===== config.mk =====
export PLATFORM = sky130hd
export DESIGN_NAME = ifetch_ctrl
export DESIGN_NICKNAME = d
export VERILOG_FILES = /design/src/rtl/ifetch_ctrl.sv
export SDC_FILE = /design/constraint.sdc
export NUM_CORES = 1
export LEC_CHECK = 0
export ABC_AREA = 1
export BUFFER_PORTS_ARGS = -buffer_cell sky130_fd_sc_hd__buf_4
export CAP_MARGIN = 20
export CORE_MARGIN = 2
export CORE_UTILIZATION = 54
export CTS_CLUSTER_DIAMETER = 120
export DETAILED_ROUTE_END_ITERATION = 16
export PLACE_DENSITY_LB_ADDON = 0.05
export REMOVE_ABC_BUFFERS = 1
export SYNTH_ARGS = -nofsm -noshare
export SYNTH_HDL_FRONTEND = slang
export SYNTH_SLANG_ARGS = --single-unit

===== constraint.sdc =====
create_clock -name clk -period 1.9 [get_ports clk]
set_clock_uncertainty 0.05 [all_clocks]
set_input_delay 0.285 -clock clk [delete_from_list [all_inputs] [get_ports clk]]
set_output_delay 0.285 -clock clk [all_outputs]
set_load 0.01 [all_outputs]

===== src/rtl/ifetch_ctrl.sv =====
// Instruction-fetch front end: owns the fetch PC, issues one bus request at a time,
// buffers the returned word while downstream holds, and squashes wrong-path responses.
module ifetch_ctrl #(
  parameter int              XLEN     = 64,
  parameter logic [XLEN-1:0] PC_RESET = 64'h0000_0000_8000_0000
) (
  input  logic            clk,
  input  logic            reset,
  output logic            ireq_valid,
  output logic [XLEN-1:0] ireq_addr,
  input  logic            iresp_data_ok,
  input  logic [31:0]     iresp_data,
  input  logic            redirect_valid,
  input  logic [XLEN-1:0] redirect_pc,
  input  logic            hold,
  output logic [31:0]     raw_instr,
  output logic [XLEN-1:0] pc,
  output logic            stall,
  output logic            fetch_misalign
);

  typedef enum logic [1:0] {
    REQ   = 2'd0,
    VALID = 2'd1,
    DROP  = 2'd2
  } state_t;

  state_t          state, state_next;
  logic [XLEN-1:0] pc_q, pc_next;
  logic [XLEN-1:0] req_addr_q, req_addr_next;
  logic [31:0]     instr_q, instr_next;
  logic            mis_q, mis_next;
  logic            misaligned;
  logic            present;

  assign misaligned = (pc_q[1:0] != 2'b00);

  always_ff @(posedge clk or negedge reset) begin
    if (!reset) begin
      state      <= REQ;
      pc_q       <= PC_RESET;
      req_addr_q <= PC_RESET;
      instr_q    <= 32'd0;
      mis_q      <= 1'b0;
    end else begin
      state      <= state_next;
      pc_q       <= pc_next;
      req_addr_q <= req_addr_next;
      instr_q    <= instr_next;
      mis_q      <= mis_next;
    end
  end

  always_comb begin
    state_next    = state;
    pc_next       = pc_q;
    req_addr_next = req_addr_q;
    instr_next    = instr_q;
    mis_next      = mis_q;

    case (state)
      REQ: begin
        if (redirect_valid) begin
          pc_next = redirect_pc;
          // A misaligned PC never issued a request, so there is nothing to drain.
          state_next = (iresp_data_ok || misaligned) ? REQ : DROP;
        end else if (misaligned) begin
          instr_next = 32'd0;
          mis_next   = 1'b1;
          state_next = VALID;
        end else if (iresp_data_ok) begin
          instr_next = iresp_data;
          mis_next   = 1'b0;
          state_next = VALID;
        end
      end
      VALID: begin
        if (redirect_valid) begin
          pc_next    = redirect_pc;
          state_next = REQ;
        end else if (!hold) begin
          pc_next    = pc_q + XLEN'(4);
          state_next = REQ;
        end
      end
      DROP: begin
        if (redirect_valid) pc_next = redirect_pc;
        if (iresp_data_ok) state_next = REQ;
      end
      default: state_next = REQ;
    endcase

    // The request address is latched on entry to REQ so ireq_addr is stable for the whole request.
    if (state_next == REQ) req_addr_next = pc_next;
  end

  assign present        = (state == VALID) && !redirect_valid;
  assign ireq_valid     = reset && (((state == REQ) && !misaligned) || (state == DROP));
  assign ireq_addr      = req_addr_q;
  assign stall          = !present;
  assign raw_instr      = present ? instr_q : 32'd0;
  assign fetch_misalign = present && mis_q;
  assign pc             = pc_q;

endmodule


==> results of run 1 <==
[sequential cells by signal, summed over array words and instances (netlist names)]
signal,count
mis_q,1
ireq_addr,64
pc,64
instr_q,32
state,2
[final cells by class]
type / count / share of cell area
repair buffers: 454 / 0.257
inverters: 164 / 0.0422
clock buffers: 18 / 0.0284
well taps: 229 / 0.0190
flip-flops and latches: 163 / 0.271
diodes: 1 / 0.000166
clock inverters: 14 / 0.0103
multi-input cells: 1075 / 0.372
[stage by stage]
stage / total power [mW] / hold WS, ps / setup WS (ps)
finish: 15.2 / -2.00 / -167
global route: 15.9 / -2.70 / -243
CTS: 14.3 / 0.0738 / -123
detailed placement: 10.7 / 319 / -134
global placement: 10.6 / 313 / -41.6
floorplan: 7.58 / -60.6 / -1490
[power by group]
group	total, mW	internal (mW)	switching (mW)	leakage, nW
clock	3.51	1.77	1.75	0.286
combinational	6.54	2.86	3.68	5.21
sequential	5.19	4.40	0.785	1.98
total	15.2	9.03	6.21	7.47
[worst max path at each step]
stage / from / end / slack [ps] / cells after the start
3_5_place_dp: pc[2] / ireq_addr[36] / -130 / 12
6_report: state[1] / raw_instr[1] / -170 / 7
4_1_cts: state[1] / raw_instr[10] / -120 / 7
3_3_place_gp: pc[2] / ireq_addr[36] / -40 / 12
5_1_grt: pc[3] / ireq_addr[26] / -240 / 14
2_1_floorplan: state[0] / ireq_addr[12] / -1490 / 8
[logic make-up (layout without fill, tap and decap cells)]
family | count (synthesis) | in the layout
buffers and inverters | 222 | 650
adders and majority gates | 1 | 1
other | 0 | 1
AOI/OAI and AO/OA | 154 | 154
DFF | 163 | 163
and+or+nand+nor | 920 | 920
[synth_stat cells (all sizes together)]
master,number,share of area
o221ai,4,0.0036
a21boi,1,0.00076
o32ai,19,0.017
nand4,19,0.012
o22ai,11,0.0070
o21bai,2,0.0015
buf,33,0.018
a22oi,1,0.00076
o211ai,17,0.013
nor3,13,0.0094
clkinv,1,0.00038
inv,163,0.062
a31oi,5,0.0032
or2,15,0.0095
nand3,121,0.064
and2,1,0.00064
dfrtp,161,0.41
clkbuf,25,0.0095
nand3b,6,0.0046
ha,1,0.0013
nor4,2,0.0028
a32oi,1,0.00089
o21ai,77,0.039
a31o,1,0.00089
nand2,488,0.19
o2111ai,1,0.00089
a21oi,14,0.0075
dfstp,2,0.0053
nor2,255,0.11
[per-layer routing]
| metal | share of wire | wire length [um] | track usage | vias to the layer above |
|---|---|---|---|---|
| met2 | 0.46 | 19100 | 0.597 | 882 |
| met4 | 0.051 | 2100 | 0.169 | 0 |
| li1 | - | - | - | 5480 |
| met3 | 0.11 | 4730 | 0.0846 | 206 |
| met5 | 0 | 0 | 0 | - |
| met1 | 0.37 | 15200 | 0.489 | 5713 |
[repair_timing]
| item | 4_1_cts | 5_1_grt |
|---|---|---|
| buffers inserted | 14 | 26 |
| hold endpoints to repair | 182 | 0 |
| hold buffers | 22 | 0 |
| gates cloned | 0 | 7 |
| gates resized for setup | 35 | 229 |
| pin swaps | 9 | 69 |
| endpoints found under the setup margin | 63 | 142 |
[worst max-delay path, stage by stage (launching register included)]
cell,delay [ps]
sky130_fd_sc_hd__dfrtp_1,400
sky130_fd_sc_hd__nor2_2,130
sky130_fd_sc_hd__inv_2,80
sky130_fd_sc_hd__nor2_4,140
sky130_fd_sc_hd__clkinv_4,80
sky130_fd_sc_hd__buf_12,170
sky130_fd_sc_hd__nor2_2,130
sky130_fd_sc_hd__buf_4,140
==> results by group, run 1 <==
Status
  • Result of the run: finished, violations left
  • Violated checks: negative hold slack, negative setup slack

STA
  • Transition time at the pin with the least slew margin: between 500 and 600 ps
  • RSZ-0062 raised after global routing: yes
  • Tightest slew margin relative to the limit: 0.606
  • Setup slack of the critical path after layout: -167 ps
  • Setup tns final: -7540 ps
  • Final worst path period need: between 2000 and 2500 ps
  • Final clock period utilization by the worst path: 1.09
  • Number of endpoints with negative hold slack in the final report: 2
  • Max Clk Rate: 484 MHz
  • Final setup fails: 88
  • Hold WS: -2.00 ps
  • Max-slew violation count: 0

Route
  • DRT iter0 DRCs: approximately 1.5k
  • Routed wire length: 41.1 mm
  • Vias per inst: 5.80
  • Number of design rule violations left after detail routing: 0
  • Remaining number of nets flagged by the antenna check after routing: 0
  • Via count: 12.3k
  • Pre-Repair DR Iteration Count: 8
  • Final routed wire length divided by cell count: approximately 19 um

Clock network
  • Buffer depth of the longest clock path: 2
  • CTS tree: done
  • Clock-pin slew of the registers on the worst-case setup and hold paths: 80 ps
  • Clock insertion delay at the later pin of the skew report: roughly 460 ps
  • Number of clock buffers inserted by TritonCTS: 17
  • Count of clock tree sinks: 163
  • CTS H-tree depth: 4
  • Clk root buf: sky130_fd_sc_hd__clkbuf_16

Logic synthesis
  • Post-synthesis sequential element count: 163
  • Mux contribution to synthesized area: 0
  • XOR/XNOR share of the synthesized area: 0
  • Area share of and/or/nand/nor cells after synthesis: 0.398
  • Netlist Area Pre-Place: 9830 um2
  • Largest family of logic cells by synthesized area: simple AND/OR/NAND/NOR gates
  • Portion of the post-synthesis area used by sequential elements: 0.415
  • Number of different library cells in the post-synthesis netlist: 44
  • Synthesized area per cell: 6.74 um2
  • Compound-Gate Fraction of Synth Area: 0.0961
  • Cells after synthesis: 1460
  • Ys Warns: 0
  • Adder-cell area share of the yosys netlist: 0.00127

Floorplanning
  • Num ports: 264
  • Die Ht: 139 um
  • Count of standard-cell rows: 49
  • Effective utilization at floorplan: 0.549
  • Die Outline Area: 19300 um2
  • Floorplan Core Area: roughly 18000 um2
  • Width of the die: 139 um

Layout
  • Area taken by flip-flops and latches: around 4100 um2
  • Final Instance Count excl. Fillers: between 2k and 2.5k
  • Final nets: a little under 2k
  • Number of fill cells: 1099
  • Area of the multi-input gates: 5620 um2
  • Commonest cells after routing, fill and taps aside: 438 x sky130_fd_sc_hd__nand2_1, 385 x sky130_fd_sc_hd__buf_4, 177 x sky130_fd_sc_hd__nor2_1
  • Most common cell after layout, fill and taps aside: sky130_fd_sc_hd__nand2_1
  • Ratio of cells with drive above 1 in the final layout: 0.362
  • Final design instance area without fill: 15100 um2
  • Area added between synthesis and finish: 53.7%
  • Fin util: 0.844

Pwr
  • Static leakage: 7.47 nW
  • Areal power density over the cells: 1010 nW/um2
  • Worst voltage drop across the vdd grid: 829 uV

Worst setup path
  • Endpoint class of the critical path: primary output
  • Setup slack, reg-to-reg: -150 ps
  • Required time at the endpoint of the critical path: 1560 ps
  • Worst R2R End: ireq_addr[26]
  • Worst Path Class, Setup: flop to primary output
  • Maximum fanout along the worst path: 26
  • Kind of launch point of the worst setup path: flop
  • Worst R2R Path Depth: 14
  • Worst EP arrival: between 1500 and 2000 ps
  • Startpoint of the worst-slack reg-to-reg timing path: pc[3]

Place
  • Post-detail-place hpwl: 25.7 mm
  • Placed instance area: 12900 um2
  • Last weighted congestion value of the routability-driven placer: 0.960
  • Placed Instances: 2020
  • Number of buffers added on ports: 263

Min path
  • Worst-case hold path end point: pc[0]
  • Hold Path Stages: 3
  • Hold Startpoint: redirect_pc[0]
  • Hold WC Path Type: input pin to flop

Global routing
  • Antenna violations before repair: 1
  • Via count of the first global-routing pass: 11.4k
  • Total routing resource utilization after global routing: 0.374
  • Total congestion overflow: 0
  • Largest net degree at the start of global routing: just under 100
  • Global-route wire length before repair: around 58 mm

Run
  • Max-cap violations: 0
Power figures use the tool's default switching activity.
==> run 2: changes to the inputs <==
- GPL_ROUTABILITY_DRIVEN: default -> 0
- PLACE_DENSITY_LB_ADDON: 0.05 -> 0.15
==> run 2 against run 1 <==
The run ends with negative setup slack left; hold slack better by 7.5 ps; critical path depth is 7 higher; wire length shrank 7.9%; combinational power fell by 7.3%; die area unchanged; critical endpoint is now ireq_addr[32].
==> results by group, run 2 (synthesis gave the netlist of run 1 again) <==
Status
  • Result of the run: finished, violations left
  • Violated checks: negative setup slack

Clock network
  • Clk root buf: sky130_fd_sc_hd__clkbuf_16
  • CTS H-tree depth: 4 (unchanged)
  • Clock-pin slew of the registers on the worst-case setup and hold paths: 80 ps (about the same)
  • Clock insertion delay at the later pin of the skew report: 450 ps (about the same)
  • Count of clock tree sinks: 163 (unchanged)
  • CTS tree: done
  • Number of clock buffers inserted by TritonCTS: 17 (unchanged)
  • Buffer depth of the longest clock path: 2 (unchanged)

Floorplanning
  • Floorplan Core Area: 17900 um2 (unchanged)
  • Width of the die: 139 um (unchanged)
  • Effective utilization at floorplan: 0.549 (unchanged)
  • Die Ht: 139 um (unchanged)
  • Num ports: 264 (unchanged)
  • Count of standard-cell rows: 49 (unchanged)
  • Die Outline Area: 19300 um2 (unchanged)

Worst setup path
  • Dominant delay contributor by cell family on the critical path: simple AND/OR/NAND/NOR gates
  • Worst Path Class, Setup: flop to flop
  • Kind of launch point of the worst setup path: flop
  • Endpoint class of the critical path: flop
  • Maximum fanout along the worst path: 5 (-81%)
  • Required time at the endpoint of the critical path: 2190 ps (+630 ps)
  • Largest incremental delay on the critical path: 400 ps (about the same)
  • CP dominant cell by count: sky130_fd_sc_hd__nand2_1
  • Worst EP arrival: 2310 ps (+580 ps)
  • CP Buf/Inv Count: 2 (-2)
  • Cell-by-cell trace of the critical path: ha_2 -> nand2_2 -> nor2_4 -> nand3_4 -> nor3_4 -> buf_12 -> buf_12 -> nand2_2 -> nand2_1 -> nand3_1 -> nand2_1 -> nand3_2 -> nand2_1 -> nand2_1
  • Crit path max-delay cell type: sky130_fd_sc_hd__dfrtp_1

STA
  • Max-slew violation count: 0 (unchanged)
  • Final setup fails: 60 (-32%)
  • Tightest slew margin relative to the limit: 0.631 (+0.0241)
  • Final clock period utilization by the worst path: 1.06 (-0.0242)
  • Setup tns final: -3850 ps (+3690 ps)
  • Final worst path period need: 2020 ps (-46.0 ps)
  • Transition time at the pin with the least slew margin: 554 ps (-36.2 ps)
  • Setup slack of the critical path after layout: -121 ps (+46.0 ps)
  • Hold WS: 5.49 ps (+7.49 ps)
  • Number of endpoints with negative hold slack in the final report: 0 (-2)
  • Max Clk Rate: 495 MHz (+2.3%)
  • RSZ-0062 raised after global routing: yes

Route
  • Vias per inst: 5.75 (-0.84%)
  • Number of design rule violations left after detail routing: 0 (unchanged)
  • Remaining number of nets flagged by the antenna check after routing: 0 (unchanged)
  • Final routed wire length divided by cell count: 18.2 um (-6.3%)
  • DRT iter0 DRCs: 1426 (-5.8%)
  • Pre-Repair DR Iteration Count: 10 (+2)
  • Via count: 12.0k (-2.5%)
  • Routed wire length: 37.9 mm (-7.9%)

Pwr
  • Static leakage: 7.23 nW (-3.2%)
  • Combinational power share: 0.410 (-0.019)
  • Switching Share: 0.398 (-0.00938)
  • Worst voltage drop across the vdd grid: 734 uV (-11%)
  • Power dissipated by switching net loads: 5.89 mW (-5.3%)
  • Final Power: 14.8 mW (-3.0%)
  • Clock share of power: 0.238 (+0.008)
  • Portion of total power attributed to sequential cells: 0.352 (+0.012)
  • Areal power density over the cells: 1010 nW/um2 (-0.24%)
  • Internal power component: 8.89 mW (-1.5%)

Layout
  • Ratio of cells with drive above 1 in the final layout: 0.348 (-0.0133)
  • Final nets: 1943 (-1.7%)
  • Ant. Diodes: 0 (-1)
  • Fin util: 0.820 (-0.0236)
  • Final design instance area without fill: 14700 um2 (-2.8%)
  • Commonest cells after routing, fill and taps aside: 445 x sky130_fd_sc_hd__nand2_1, 361 x sky130_fd_sc_hd__buf_4, 168 x sky130_fd_sc_hd__nor2_1
  • Number of fill cells: 1102 (+0.27%)
  • Area added between synthesis and finish: 49.4%
  • Final Instance Count excl. Fillers: 2083 (-1.7%)
  • Most common cell after layout, fill and taps aside: sky130_fd_sc_hd__nand2_1

Global routing
  • Global-route wire length before repair: 54.5 mm (-5.2%)
  • Antenna violations before repair: 0 (-1)
  • Largest net degree at the start of global routing: 65 (-34%)
  • Total routing resource utilization after global routing: 0.353 (-0.0204)
  • Total congestion overflow: 0 (unchanged)
  • Via count of the first global-routing pass: 10.8k (-4.7%)

Place
  • Placed Instances: 2007 (-0.64%)
  • Post-detail-place hpwl: 25.1 mm (-2.3%)
  • Placed instance area: 12900 um2 (-0.56%)
  • Number of buffers added on ports: 263 (unchanged)
  • Pre-CTS setup slack: -64.6 ps (+69.3 ps)

Min path
  • Hold WC Path Type: input pin to flop

Run
  • Max-cap violations: 0 (unchanged)
run 2: layer usage:
layer  wire length [um]  share of wire  vias up  global-route usage
met1              13500           0.36     5491               0.457
met5                  0              0        -                   0
li1                   -              -     5403                   -
met3               4420           0.12      188              0.0777
met2              17900           0.47      894               0.573
met4               2050          0.054        0               0.157
run 2: path summary, 6_finish.rpt:
kind                            slack (ps)           start            end  cells after the start
min in group asynchronous              390           reset         pc[17]                      3
worst max register to register        -120           pc[3]  ireq_addr[32]                     14
worst min-delay path                     5  iresp_data[16]    instr_q[16]                      3
max in group asynchronous              760           reset          pc[2]                      4
worst min register to register         430   ireq_addr[36]  ireq_addr[36]                      2
worst max-delay path                  -120           pc[3]  ireq_addr[32]                     14
run 2: what timing repair did:
action	CTS	global route
setup endpoints to repair	47	143
hold endpoints to repair	79	0
hold buffers	20	0
setup buffers	4	16
resized for setup	22	215
pin swaps	7	34
cloned	0	4
run 2: tightest hold or removal path: stages:
cell and delay (ps):
sky130_fd_sc_hd__buf_4 80, sky130_fd_sc_hd__nand2_1 40, sky130_fd_sc_hd__o21ai_0 60
run 2: power by group through the flow:
stage | Clock (mW) | Sequential (mW) | Combinational [mW]
3_5_place_dp | 0 | 5.17 | 5.44
5_1_grt | 3.64 | 5.30 | 6.53
2_1_floorplan | 0 | 5.51 | 2.07
4_1_cts | 3.52 | 5.13 | 5.54
6_report | 3.52 | 5.21 | 6.06
3_3_place_gp | 0 | 5.16 | 5.33
run 2: final cells by class:
class / instances / area, um2 / area share
Sequential cell: 163 / 4090 / 0.279
Inverter: 164 / 621 / 0.0423
Clock buffer: 17 / 425 / 0.0290
Tap cell: 229 / 287 / 0.0195
Timing Repair Buffer: 420 / 3540 / 0.241
Multi-Input combinational cell: 1075 / 5560 / 0.378
Clock inverter: 15 / 165 / 0.0112
